--- src/rtl/evt_barrier_ctrl.sv ---
// Barrier round sequencer for an N-channel event-stream synchronizer.
// Collects EVT_TIME barriers, then releases the leader or all channels.
module evt_barrier_ctrl #(
  parameter int N  = 4,
  parameter int TW = 16,
  parameter int CW = 16
) (
  input  logic          clk_i,
  input  logic          rst_ni,
  input  logic          ctrl_en_i,
  input  logic [N-1:0]  chan_mask_i,
  input  logic          fwd_all_i,
  input  logic [TW-1:0] timeout_i,
  input  logic          clr_i,
  input  logic [N-1:0]  barrier_i,
  input  logic [N-1:0]  barrier_hs_i,
  output logic [N-1:0]  synch_en_o,
  output logic [N-1:0]  fwd_barrier_o,
  output logic [CW-1:0] barrier_cnt_o,
  output logic          timeout_o,
  output logic [N-1:0]  timeout_chan_o,
  output logic          busy_o
);

  localparam int PW = (N > 1) ? $clog2(N) : 1;
  localparam logic [PW:0] NL = (PW+1)'(N);

  typedef enum logic [1:0] {
    S_IDLE,
    S_COLLECT,
    S_RELEASE
  } state_e;

  state_e        state_q, state_d;
  logic [PW-1:0] ptr_q, ptr_d;
  logic [PW-1:0] lead_q, lead_d;
  logic [N-1:0]  act_q, act_d;
  logic [N-1:0]  drop_q, drop_d;
  logic [N-1:0]  done_q, done_d;
  logic          fall_q, fall_d;
  logic [TW-1:0] tcnt_q, tcnt_d;
  logic [CW-1:0] bcnt_q, bcnt_d;

  logic [N-1:0]  arr;
  logic [N-1:0]  fset;
  logic [N-1:0]  hs_f;
  logic [N-1:0]  lost;
  logic [N-1:0]  relatch;
  logic          in_col;
  logic          in_rel;
  logic          rel_ok;
  logic          rel_done;
  logic          tmo;

  // First set bit of m, scanning cyclically upward from p.
  function automatic logic [PW-1:0] pick(
    input logic [N-1:0]  m,
    input logic [PW-1:0] p
  );
    logic [PW-1:0] r;
    logic [PW:0]   s;
    logic          f;
    r = p;
    f = 1'b0;
    for (int i = 0; i < N; i++) begin
      s = {1'b0, p} + (PW+1)'(i);
      if (s >= NL) s = s - NL;
      if (!f && m[s[PW-1:0]]) begin
        f = 1'b1;
        r = s[PW-1:0];
      end
    end
    return r;
  endfunction

  assign in_col   = (state_q == S_COLLECT);
  assign in_rel   = (state_q == S_RELEASE);
  assign arr      = barrier_i & act_q;
  assign lost     = act_q & ~arr;
  assign rel_ok   = (arr == act_q) && (act_q != '0);
  assign fset     = fall_q ? act_q : (N'(1) << lead_q);
  assign hs_f     = barrier_hs_i & fset;
  assign rel_done = ((done_q | hs_f) == fset);

  assign tmo = in_col && ctrl_en_i && (timeout_i != '0) &&
               (tcnt_q == timeout_i) && !rel_ok;

  // A timeout in the same cycle as clr_i still drops its channels.
  assign drop_d  = (clr_i ? '0 : drop_q) | (tmo ? lost : '0);
  assign relatch = chan_mask_i & ~drop_d;

  always_comb begin
    state_d = state_q;
    ptr_d   = ptr_q;
    lead_d  = lead_q;
    act_d   = act_q;
    done_d  = done_q;
    fall_d  = fall_q;
    tcnt_d  = tcnt_q;
    bcnt_d  = bcnt_q;
    unique case (state_q)
      S_IDLE: begin
        tcnt_d = '0;
        done_d = '0;
        if (ctrl_en_i) begin
          state_d = S_COLLECT;
          act_d   = relatch;
        end
      end
      S_COLLECT: begin
        if (!ctrl_en_i) begin
          state_d = S_IDLE;
          tcnt_d  = '0;
        end else if (rel_ok) begin
          state_d = S_RELEASE;
          lead_d  = pick(act_q, ptr_q);
          fall_d  = fwd_all_i;
          done_d  = '0;
          tcnt_d  = '0;
        end else if (tmo) begin
          act_d  = arr;
          tcnt_d = '0;
        end else if (arr == '0) begin
          tcnt_d = '0;
        end else if (tcnt_q != '1) begin
          tcnt_d = tcnt_q + TW'(1);
        end
      end
      S_RELEASE: begin
        done_d = done_q | hs_f;
        if (rel_done) begin
          bcnt_d  = bcnt_q + CW'(1);
          ptr_d   = (lead_q == PW'(N - 1)) ? '0 : lead_q + PW'(1);
          done_d  = '0;
          act_d   = relatch;
          state_d = ctrl_en_i ? S_COLLECT : S_IDLE;
        end
      end
      default: begin
        state_d = S_IDLE;
      end
    endcase
  end

  always_ff @(posedge clk_i or negedge rst_ni) begin
    if (!rst_ni) begin
      state_q <= S_IDLE;
      ptr_q   <= '0;
      lead_q  <= '0;
      act_q   <= '0;
      drop_q  <= '0;
      done_q  <= '0;
      fall_q  <= 1'b0;
      tcnt_q  <= '0;
      bcnt_q  <= '0;
    end else begin
      state_q <= state_d;
      ptr_q   <= ptr_d;
      lead_q  <= lead_d;
      act_q   <= act_d;
      drop_q  <= drop_d;
      done_q  <= done_d;
      fall_q  <= fall_d;
      tcnt_q  <= tcnt_d;
      bcnt_q  <= bcnt_d;
    end
  end

  assign synch_en_o     = (in_col || in_rel) ? act_q : '0;
  assign fwd_barrier_o  = in_rel ? fset : '0;
  assign barrier_cnt_o  = bcnt_q;
  assign timeout_o      = tmo;
  assign timeout_chan_o = drop_q;
  assign busy_o         = in_rel || (in_col && (arr != '0));

endmodule
--- config.mk ---
export PLATFORM = sky130hd
export DESIGN_NAME = evt_barrier_ctrl
export DESIGN_NICKNAME = d
export VERILOG_FILES = /design/src/rtl/evt_barrier_ctrl.sv
export SDC_FILE = /design/constraint.sdc
export NUM_CORES = 1
export LEC_CHECK = 0
export CAP_MARGIN = 20
export CORE_MARGIN = 2
export CORE_UTILIZATION = 50
export DETAILED_ROUTE_END_ITERATION = 12
export GPL_ROUTABILITY_DRIVEN = 0
export GPL_TIMING_DRIVEN = 0
export PLACE_DENSITY = 0.87
export SYNTH_ARGS = -nofsm -noshare
export SYNTH_HDL_FRONTEND = slang
export SYNTH_SLANG_ARGS = --single-unit
--- constraint.sdc ---
create_clock -name clk_i -period 5.4 [get_ports clk_i]
set_input_delay 1.08 -clock clk_i [delete_from_list [all_inputs] [get_ports clk_i]]
set_output_delay 1.08 -clock clk_i [all_outputs]
set_load 0.05 [all_outputs]
# == After elaboration in Yosys (flattened, before gate mapping) ==
# Index checks and enable logic that the tools add are counted.
# W data, S select, Z words.
# word_totals
register_bits,51
latch_bits,0
ramBits,0
rom_bits,0
in_bits,33
out_inout_bits,30
elab_cells,147
n_memories,0
# classes
n_addsub,10
mul,0
n_div,0
n_lt_le_gt_ge,8
n_eq_ne,15
shift,1
muxes,68
bitwise,8
n_reduce_logical,28
# ops
op,n
$mux W16,5
$mux W4,13
$mux W2,25
$add A16 B1 Y16 const B,2
$pmux W16 S2,1
$pmux W4 S3,2
$mux W1,17
$and A4 B4 Y4,4
$eq A16 B16 Y1,1
$ne A16 B16 Y1 const B,1
$reduce_bool A16 Y1,1
$lt A2 B3 Y1 const B,4
$ge A3 B3 Y1 const B,3
$logic_and A1 B1 Y1,9
$reduce_and A3 Y1,3
$bmux W1 S2,4
$eq A4 B4 Y1,2
$not A4 Y4,2
$or A4 B4 Y4,2
$reduce_bool A4 Y1,2
$sub A2 B1 Y2 const B,4
$add A2 B2 Y3 const B,2
$ne A2 B1 Y1 const B,3
$ne A2 B2 Y1 const B,3
17 further kinds,23

# == Logic depth before layout (Yosys ltp) ==
# Gate-level depths: netlist of run 1.
# depth
ltp_word,27
mapped_depth,9
mapped_depth_nobuf,8

# == Least setup slack after synthesis of run 1 ==
# No wires, ideal clock.
# synth_path
path_kind,in2out
startpoint,input timeout_i[1]
endpoint,output timeout_o
arrival_ps,2241
setup_slack_ps,2079
stages,6
path_buffers,2
path_cell_list,xor2_1 -> nor4_1 -> and3_1 -> and3_1 -> buf_2 -> buf_4
# synth_via
elab_chain_len,4
elab_cells_between_ends,5
classes_between,eq/ne: 1; reduce/logical: 4
# synth_lines
item,line,text
start: declaration,13,"input logic [TW-1:0] timeout_i,"
$reduce_bool A16 Y1,85,assign tmo = in_col && ctrl_en_i && (timeout_i != '0) &&
$logic_and A1 B1 Y1,85,
$logic_and A1 B1 Y1 (*),85,
$logic_and A1 B1 Y1 (*),86,(tcnt_q == timeout_i) && !rel_ok;
end: declaration,20,"output logic timeout_o,"
# Mark *: on every way between the ends. The rest lies on a longest branch, timed or not.

# == Final worst setup path of run 1 ==
# Ends and elaborated chain as after synthesis.

==> impl_metrics.py, run 1 <==
metrics = {
    "place": {
        "dp_slack_ns": 0.762,
        "port_buffers": 62,
        "hpwl_mm": 5.95,
    },
    "cts": {
        "clockRootBuffer": "clkbuf_8",
        "htree_levels": 2,
        "path_clk_slew_ns": 0.09,
        "post_cts_resized": 0,
        "holdBufCountCts": 0,
        "cts_tree": "yes",
        "clk_path_buf_depth": 2,
        "cts_made_buffers": 5,
        "postCtsSetupRepairBufs": 0,
        "clk_latency_ns": 0.31,
        "cts_sinks": 51,
    },
    "worst_setup_path": {
        "reg2reg_depth": 8,
        "critPathCaptureType": "output port",
        "worst_setup_path_start_kind": "primary input",
        "arrival_ns": 3.58,
        "crit_required_ns": 4.32,
        "regToRegSetupSlack_ns": 2.81,
        "crit_path_max_fanout": 10,
        "r2r-start": "lead_q[0]",
        "r2r_end": "barrier_cnt_o[13]",
        "path_class": "in -> out",
    },
    "yosys": {
        "synth-compound-area-share": 0.176,
        "yosysSeqAreaShare": 0.397,
        "synth_top_area_share": 0.397,
        "ys_ff_latch": 51,
        "synth.mux.area_fraction": 0.0456,
        "syn-cell-area_um2": 3210,
        "yosys.area_share.simple": 0.221,
        "synth_area_per_cell_um2": 9.28,
        "synthAdderAreaFrac": 0.0390,
        "yosys-top-cells-area": "dfrtp_1, xnor2_1, ha_1, nand4_1, a21oi_1",
        "synth-xor-area-share": 0.0845,
        "synth-main-ff-cell": "dfrtp_1",
        "synthCells": 346,
        "synth_top_family_by_area": "simple AND/OR/NAND/NOR gates",
        "synth.largest_area_cell": "dfrtp_1",
        "synth_warnings": 0,
        "synth_fp_nets": 389,
        "synth_cell_types": 54,
        "synth-edff-count": 0,
        "synthArstFlopShare": 1.00,
    },
    "final_layout": {
        "nets": 459,
        "final_core_util": 0.644,
        "areaGrowthSynthToFinish_pct": 25.9,
        "antenna-diode-count": 0,
        "drive_gt1_frac": 0.0839,
    },
    "sta": {
        "fin_skew_ns": 0.0127,
        "hold_viol_final": 0,
        "setup_viol": 0,
        "fin_crit_sh": 0.863,
        "layout_min_cycle_time_ns": 4.66,
        "tightest_slew_ns": 0.659,
        "setup_ws_ns": 0.742,
        "drv_slew": 0,
        "fmax_ghz": 0.215,
        "tns_ns": 0,
        "max_slew_margin": 0.558,
        "rsz0062_at_grt": "no",
    },
    "floorplan": {
        "row_count": 29,
        "core-area_um2": 6280,
        "initial_core_util": 0.512,
        "die_y_um": 84.1,
        "io_pins": 63,
        "die_w_um": 84.1,
        "fp.dieArea_um2": 7080,
    },
    "route": {
        "drtIter0Drc": 123,
        "wl_per_cell_um": 15.9,
        "postRouteAntennaNets": 0,
        "drc": 0,
        "vias": 2908,
        "viasPerCell": 5.89,
        "wirelength_mm": 7.87,
        "drtPass1Iterations": 4,
    },
    "power_and_ir_drop": {
        "power.share.switching": 0.452,
        "switchingPower_w": 0.000751,
        "power_w": 0.00166,
        "p_comb_frac": 0.541,
        "ir_drop_mv": 0.376,
        "p_per_area_nw_per_um2": 411,
        "intPower_w": 0.000910,
        "clock_power_share": 0.144,
        "p_leak_nw": 1.78,
        "p_seq_frac": 0.314,
    },
    "min_path": {
        "min_to": "barrier_cnt_o[15]",
        "hold_depth": 1,
        "hp-start": "barrier_cnt_o[15]",
        "hp-class": "reg -> reg",
    },
    "global_routing": {
        "antenna_found_initial": 0,
        "grt_pass1_vias": 2943,
        "grt_max_degree": 38,
        "grt_overflow_total": 0,
        "grt_usage": 0.234,
        "grt_pass1_wl_mm": 13.5,
    },
    "status": {
        "status": "complete, no violations",
    },
    "run": {
        "drv_cap": 0,
    },
}
cell families (layout without fill, tap and decap cells):
group                      after synthesis  count (layout)
AOI/OAI and AO/OA                       83              83
xor gates and xnor gates                31              31
adders and majority gates               10              10
buffers and inverters                   25              96
DFF                                     51              51
muxes                                   14              14
and+or+nand+nor                        132             132
power groups by stage:
stage / sequential [W] / clock (W) / combinational, W
global placement: 0.000523 / 0 / 0.000865
CTS: 0.000521 / 0.000246 / 0.000897
detailed placement: 0.000529 / 0 / 0.000895
floorplan: 0.000551 / 0 / 0.000614
global route: 0.000532 / 0.000265 / 0.000980
finish: 0.000522 / 0.000240 / 0.000899
routing by layer:
metal  global-route usage  routed length (µm)
met4               0.0806                 102
met5                    0                   0
met2                0.407                4060
met1                0.291                3340
met3               0.0442                 376
cell usage after synthesis (2+ instances only):
library cell	n
and2_1	4
inv_1	11
nand4_1	18
nor4_1	9
nand3_1	7
a22o_1	5
clkbuf_1	3
o21a_1	5
ha_1	10
a21o_1	8
nor2_1	26
o21ai_0	19
a22oi_1	2
mux2_2	5
xnor2_1	22
mux2i_1	9
nand2_1	25
a31oi_1	2
nand2b_1	2
and3b_1	4
buf_4	2
a21oi_1	21
o41ai_1	2
dfrtp_1	51
or2_2	3
o31ai_1	3
nor3_1	8
o211ai_1	4
or3_1	2
xor2_1	9
and3_1	10
buf_2	6
nor2b_1	7
a211oi_1	2
layout by cell type (no fill, tap or decap), types with 6 or more instances in the layout:
master,synthesis,final
a21o_1,8,8
a21oi_1,21,21
and3_1,10,10
buf_2,6,7
clkbuf_8,0,6
clkdlybuf4s50_1,0,61
dfrtp_1,51,51
ha_1,10,10
inv_1,11,11
mux2i_1,9,9
nand2_1,25,25
nand3_1,7,7
nand4_1,18,18
nor2_1,26,26
nor2b_1,7,7
nor3_1,8,8
nor4_1,9,9
o21ai_0,19,19
xnor2_1,22,22
xor2_1,9,9
per-stage QoR:
step	std cells	hold WS (ns)	cell area, µm²
after floorplan	346	0.486	3210
after global routing	494	0.529	4040
after detailed placement	486	0.478	3940
after global placement	485	0.461	3930
final	494	0.492	4040
after CTS	494	0.496	4040
critical path, cell delays in order:
cell             delay, ns
clkdlybuf4s50_1       0.44
xor2_1                0.18
nor4_1                0.27
and3_1                0.31
and3_1                0.17
buf_2                 0.14
buf_4                 0.17
clkdlybuf4s50_1       0.81
state kept, by name, indices dropped and copies added (netlist names):
signal,count
tcnt_q,16
act_q,4
ptr_q,2
lead_q,2
fall_q,1
timeout_chan_o,4
state_q,2
barrier_cnt_o,16
done_q,4
worst max path at each step:
stage             startpoint  slack [ns]         to
2_1_floorplan   timeout_i[1]        2.08  timeout_o
3_3_place_gp    timeout_i[1]        0.78  timeout_o
3_5_place_dp   timeout_i[11]        0.76  timeout_o
4_1_cts        timeout_i[11]        0.75  timeout_o
5_1_grt        timeout_i[12]        0.58  timeout_o
6_report        timeout_i[1]        0.74  timeout_o
area by class of cell:
| type | instances | area (µm²) |
|---|---|---|
| well taps | 77 | 96.3 |
| fillers | 525 | 2230 |
| flip-flops and latches | 51 | 1280 |
| repair buffers | 63 | 636 |
| inverters | 12 | 45.0 |
| multi-input cells | 270 | 1820 |
| plain buffers | 13 | 71.3 |
| clock buffers | 6 | 82.6 |
| clock inverters | 2 | 16.3 |
No activity file was read; power rests on OpenSTA's default activity.
==> run 2: changes to the inputs <==
--- a/config.mk
+++ b/config.mk
@@ -6,7 +6,7 @@
 export NUM_CORES = 1
 export LEC_CHECK = 0
 export CAP_MARGIN = 20
-export CORE_MARGIN = 2
+export CORE_MARGIN = 3
 export CORE_UTILIZATION = 50
 export DETAILED_ROUTE_END_ITERATION = 12
 export GPL_ROUTABILITY_DRIVEN = 0
==> run 2 against run 1 <==
Net effect:
- count of clock-buffer cells in the layout is 1 lower
- cell count is 0.40% lower
- clock power rose by 16%
- utilization grew 2.5 points
- largest cell class unchanged
- combinational power is 0.4% higher
- cell area up 0.37%
- highest routed layer unchanged
==> impl_metrics.py, run 2 (synthesized netlist as in run 1, its figures left out) <==
metrics = {
    "sta": {
        "hold_viol_final": 0,
        "fmax_ghz": 0.214,
        "fin_crit_sh": 0.866,
        "setup_viol": 0,
        "setup_ws_ns": 0.725,
        "layout_min_cycle_time_ns": 4.68,
        "fin_skew_ns": 0.00855,
        "max_slew_margin": 0.645,
        "tns_ns": 0,
        "drv_slew": 0,
        "whs_ns": 0.485,
        "tightest_slew_ns": 0.528,
        "rsz0062_at_grt": "no",
    },
    "cts": {
        "htree_levels": 2,
        "clk_path_buf_depth": 2,
        "clk_latency_ns": 0.32,
        "post_cts_resized": 0,
        "clockRootBuffer": "clkbuf_8",
        "postCtsSetupRepairBufs": 0,
        "cts_tree": "yes",
        "cts_made_buffers": 5,
        "holdBufCountCts": 0,
        "path_clk_slew_ns": 0.10,
        "cts_sinks": 51,
    },
    "route": {
        "drc": 0,
        "drtIter0Drc": 155,
        "vias": 2908,
        "drtPass1Iterations": 4,
        "wirelength_mm": 7.94,
        "wl_per_cell_um": 16.1,
        "viasPerCell": 5.91,
        "postRouteAntennaNets": 0,
    },
    "worst_setup_path": {
        "worst_setup_path_start_kind": "primary input",
        "crit_required_ns": 4.32,
        "path_cells": "clkdlybuf4s50_1 -> xor2_1 -> nor4_1 -> and3_1 -> and3_1 -> buf_2 -> buf_4 -> clkdlybuf4s50_1",
        "slowest_delay_ns": 0.81,
        "arrival_ns": 3.60,
        "crit_path_max_fanout": 10,
        "critical_path_buf_inv_count": 4,
        "cp_slowest_cell": "clkdlybuf4s50_1",
        "cp_top_family": "buffers and inverters",
        "critPathCaptureType": "output port",
        "path_class": "in -> out",
    },
    "place": {
        "hpwl_mm": 6.05,
        "port_buffers": 62,
        "dp_slack_ns": 0.733,
    },
    "floorplan": {
        "core-area_um2": 6060,
        "die_w_um": 86.1,
        "initial_core_util": 0.530,
        "row_count": 28,
        "io_pins": 63,
        "fp.dieArea_um2": 7420,
        "die_y_um": 86.1,
    },
    "status": {
        "status": "complete, no violations",
    },
    "final_layout": {
        "final_core_util": 0.669,
        "drive_gt1_frac": 0.0839,
        "antenna-diode-count": 0,
        "areaGrowthSynthToFinish_pct": 26.3,
        "final_common_cell": "clkdlybuf4s50_1",
        "final_cell_mix": "clkdlybuf4s50_1, dfrtp_1, nor2_1",
        "nets": 459,
    },
    "power_and_ir_drop": {
        "ir_drop_mv": 0.355,
        "p_per_area_nw_per_um2": 421,
        "p_leak_nw": 1.79,
        "power_w": 0.00171,
    },
    "global_routing": {
        "grt_max_degree": 42,
        "antenna_found_initial": 0,
        "grt_pass1_wl_mm": 13.4,
        "grt_pass1_vias": 2873,
        "grt_usage": 0.223,
        "grt_overflow_total": 0,
    },
    "min_path": {
        "hp-class": "reg -> reg",
    },
    "run": {
        "drv_cap": 0,
    },
}
-- run 2: changes by cell type in the layout (fill, tap and decap cells not counted) --
cell,delta
bufinv_16,+1
clkbuf_8,-1
clkinvlp_4,-1
inv_6,+1
-- run 2: final timing paths --
| path | from | end | slack (ns) | depth (start not counted) |
|---|---|---|---|---|
| worst max-delay path | timeout_i[1] | timeout_o | 0.72 | 8 |
| worst min-delay path | barrier_cnt_o[15] | barrier_cnt_o[15] | 0.49 | 1 |
| worst max register to register | lead_q[0] | barrier_cnt_o[14] | 2.86 | 8 |
| worst min register to register | barrier_cnt_o[15] | barrier_cnt_o[15] | 0.49 | 1 |
| max in group asynchronous | rst_ni | tcnt_q[15] | 4.27 | 2 |
| min in group asynchronous | rst_ni | fall_q | 0.63 | 1 |
-- run 2: layer usage --
| metal | wire (µm) | track usage | vias up |
|---|---|---|---|
| met4 | 82 | 0.0705 | 0 |
| li1 | - | - | 1400 |
| met3 | 407 | 0.0365 | 9 |
| met5 | 0 | 0 | - |
| met2 | 4030 | 0.385 | 95 |
| met1 | 3430 | 0.284 | 1404 |
-- run 2: cell type report --
type	instances	area (µm²)
fillers	484	2000
multi-input cells	270	1820
flip-flops and latches	51	1280
repair buffers	63	636
well taps	75	93.8
plain buffers	13	71.3
clock buffers	5	68.8
clock inverters	3	47.5
inverters	12	45.0
-- run 2: per-stage QoR --
step	cell area, µm²	cells
detailed placement	3940	484
CTS	4060	492
floorplan	3210	346
finish	4060	492
global placement	3930	483
global route	4060	492
-- run 2: report_power, final --
| group | total (W) | switching (W) | internal [W] |
|---|---|---|---|
| clock | 0.000278 | 0.000137 | 0.000141 |
| sequential | 0.000527 | 0.0000782 | 0.000449 |
| combinational | 0.000903 | 0.000547 | 0.000356 |
==> run 3: changes to the inputs <==
--- a/config.mk
+++ b/config.mk
@@ -8,6 +8,7 @@
 export CAP_MARGIN = 20
 export CORE_MARGIN = 3
 export CORE_UTILIZATION = 50
+export CTS_CLUSTER_SIZE = 12
 export DETAILED_ROUTE_END_ITERATION = 12
 export GPL_ROUTABILITY_DRIVEN = 0
 export GPL_TIMING_DRIVEN = 0
==> results of run 3 <==
No change in the layout: final DEF, timing and power equal those of run 2.
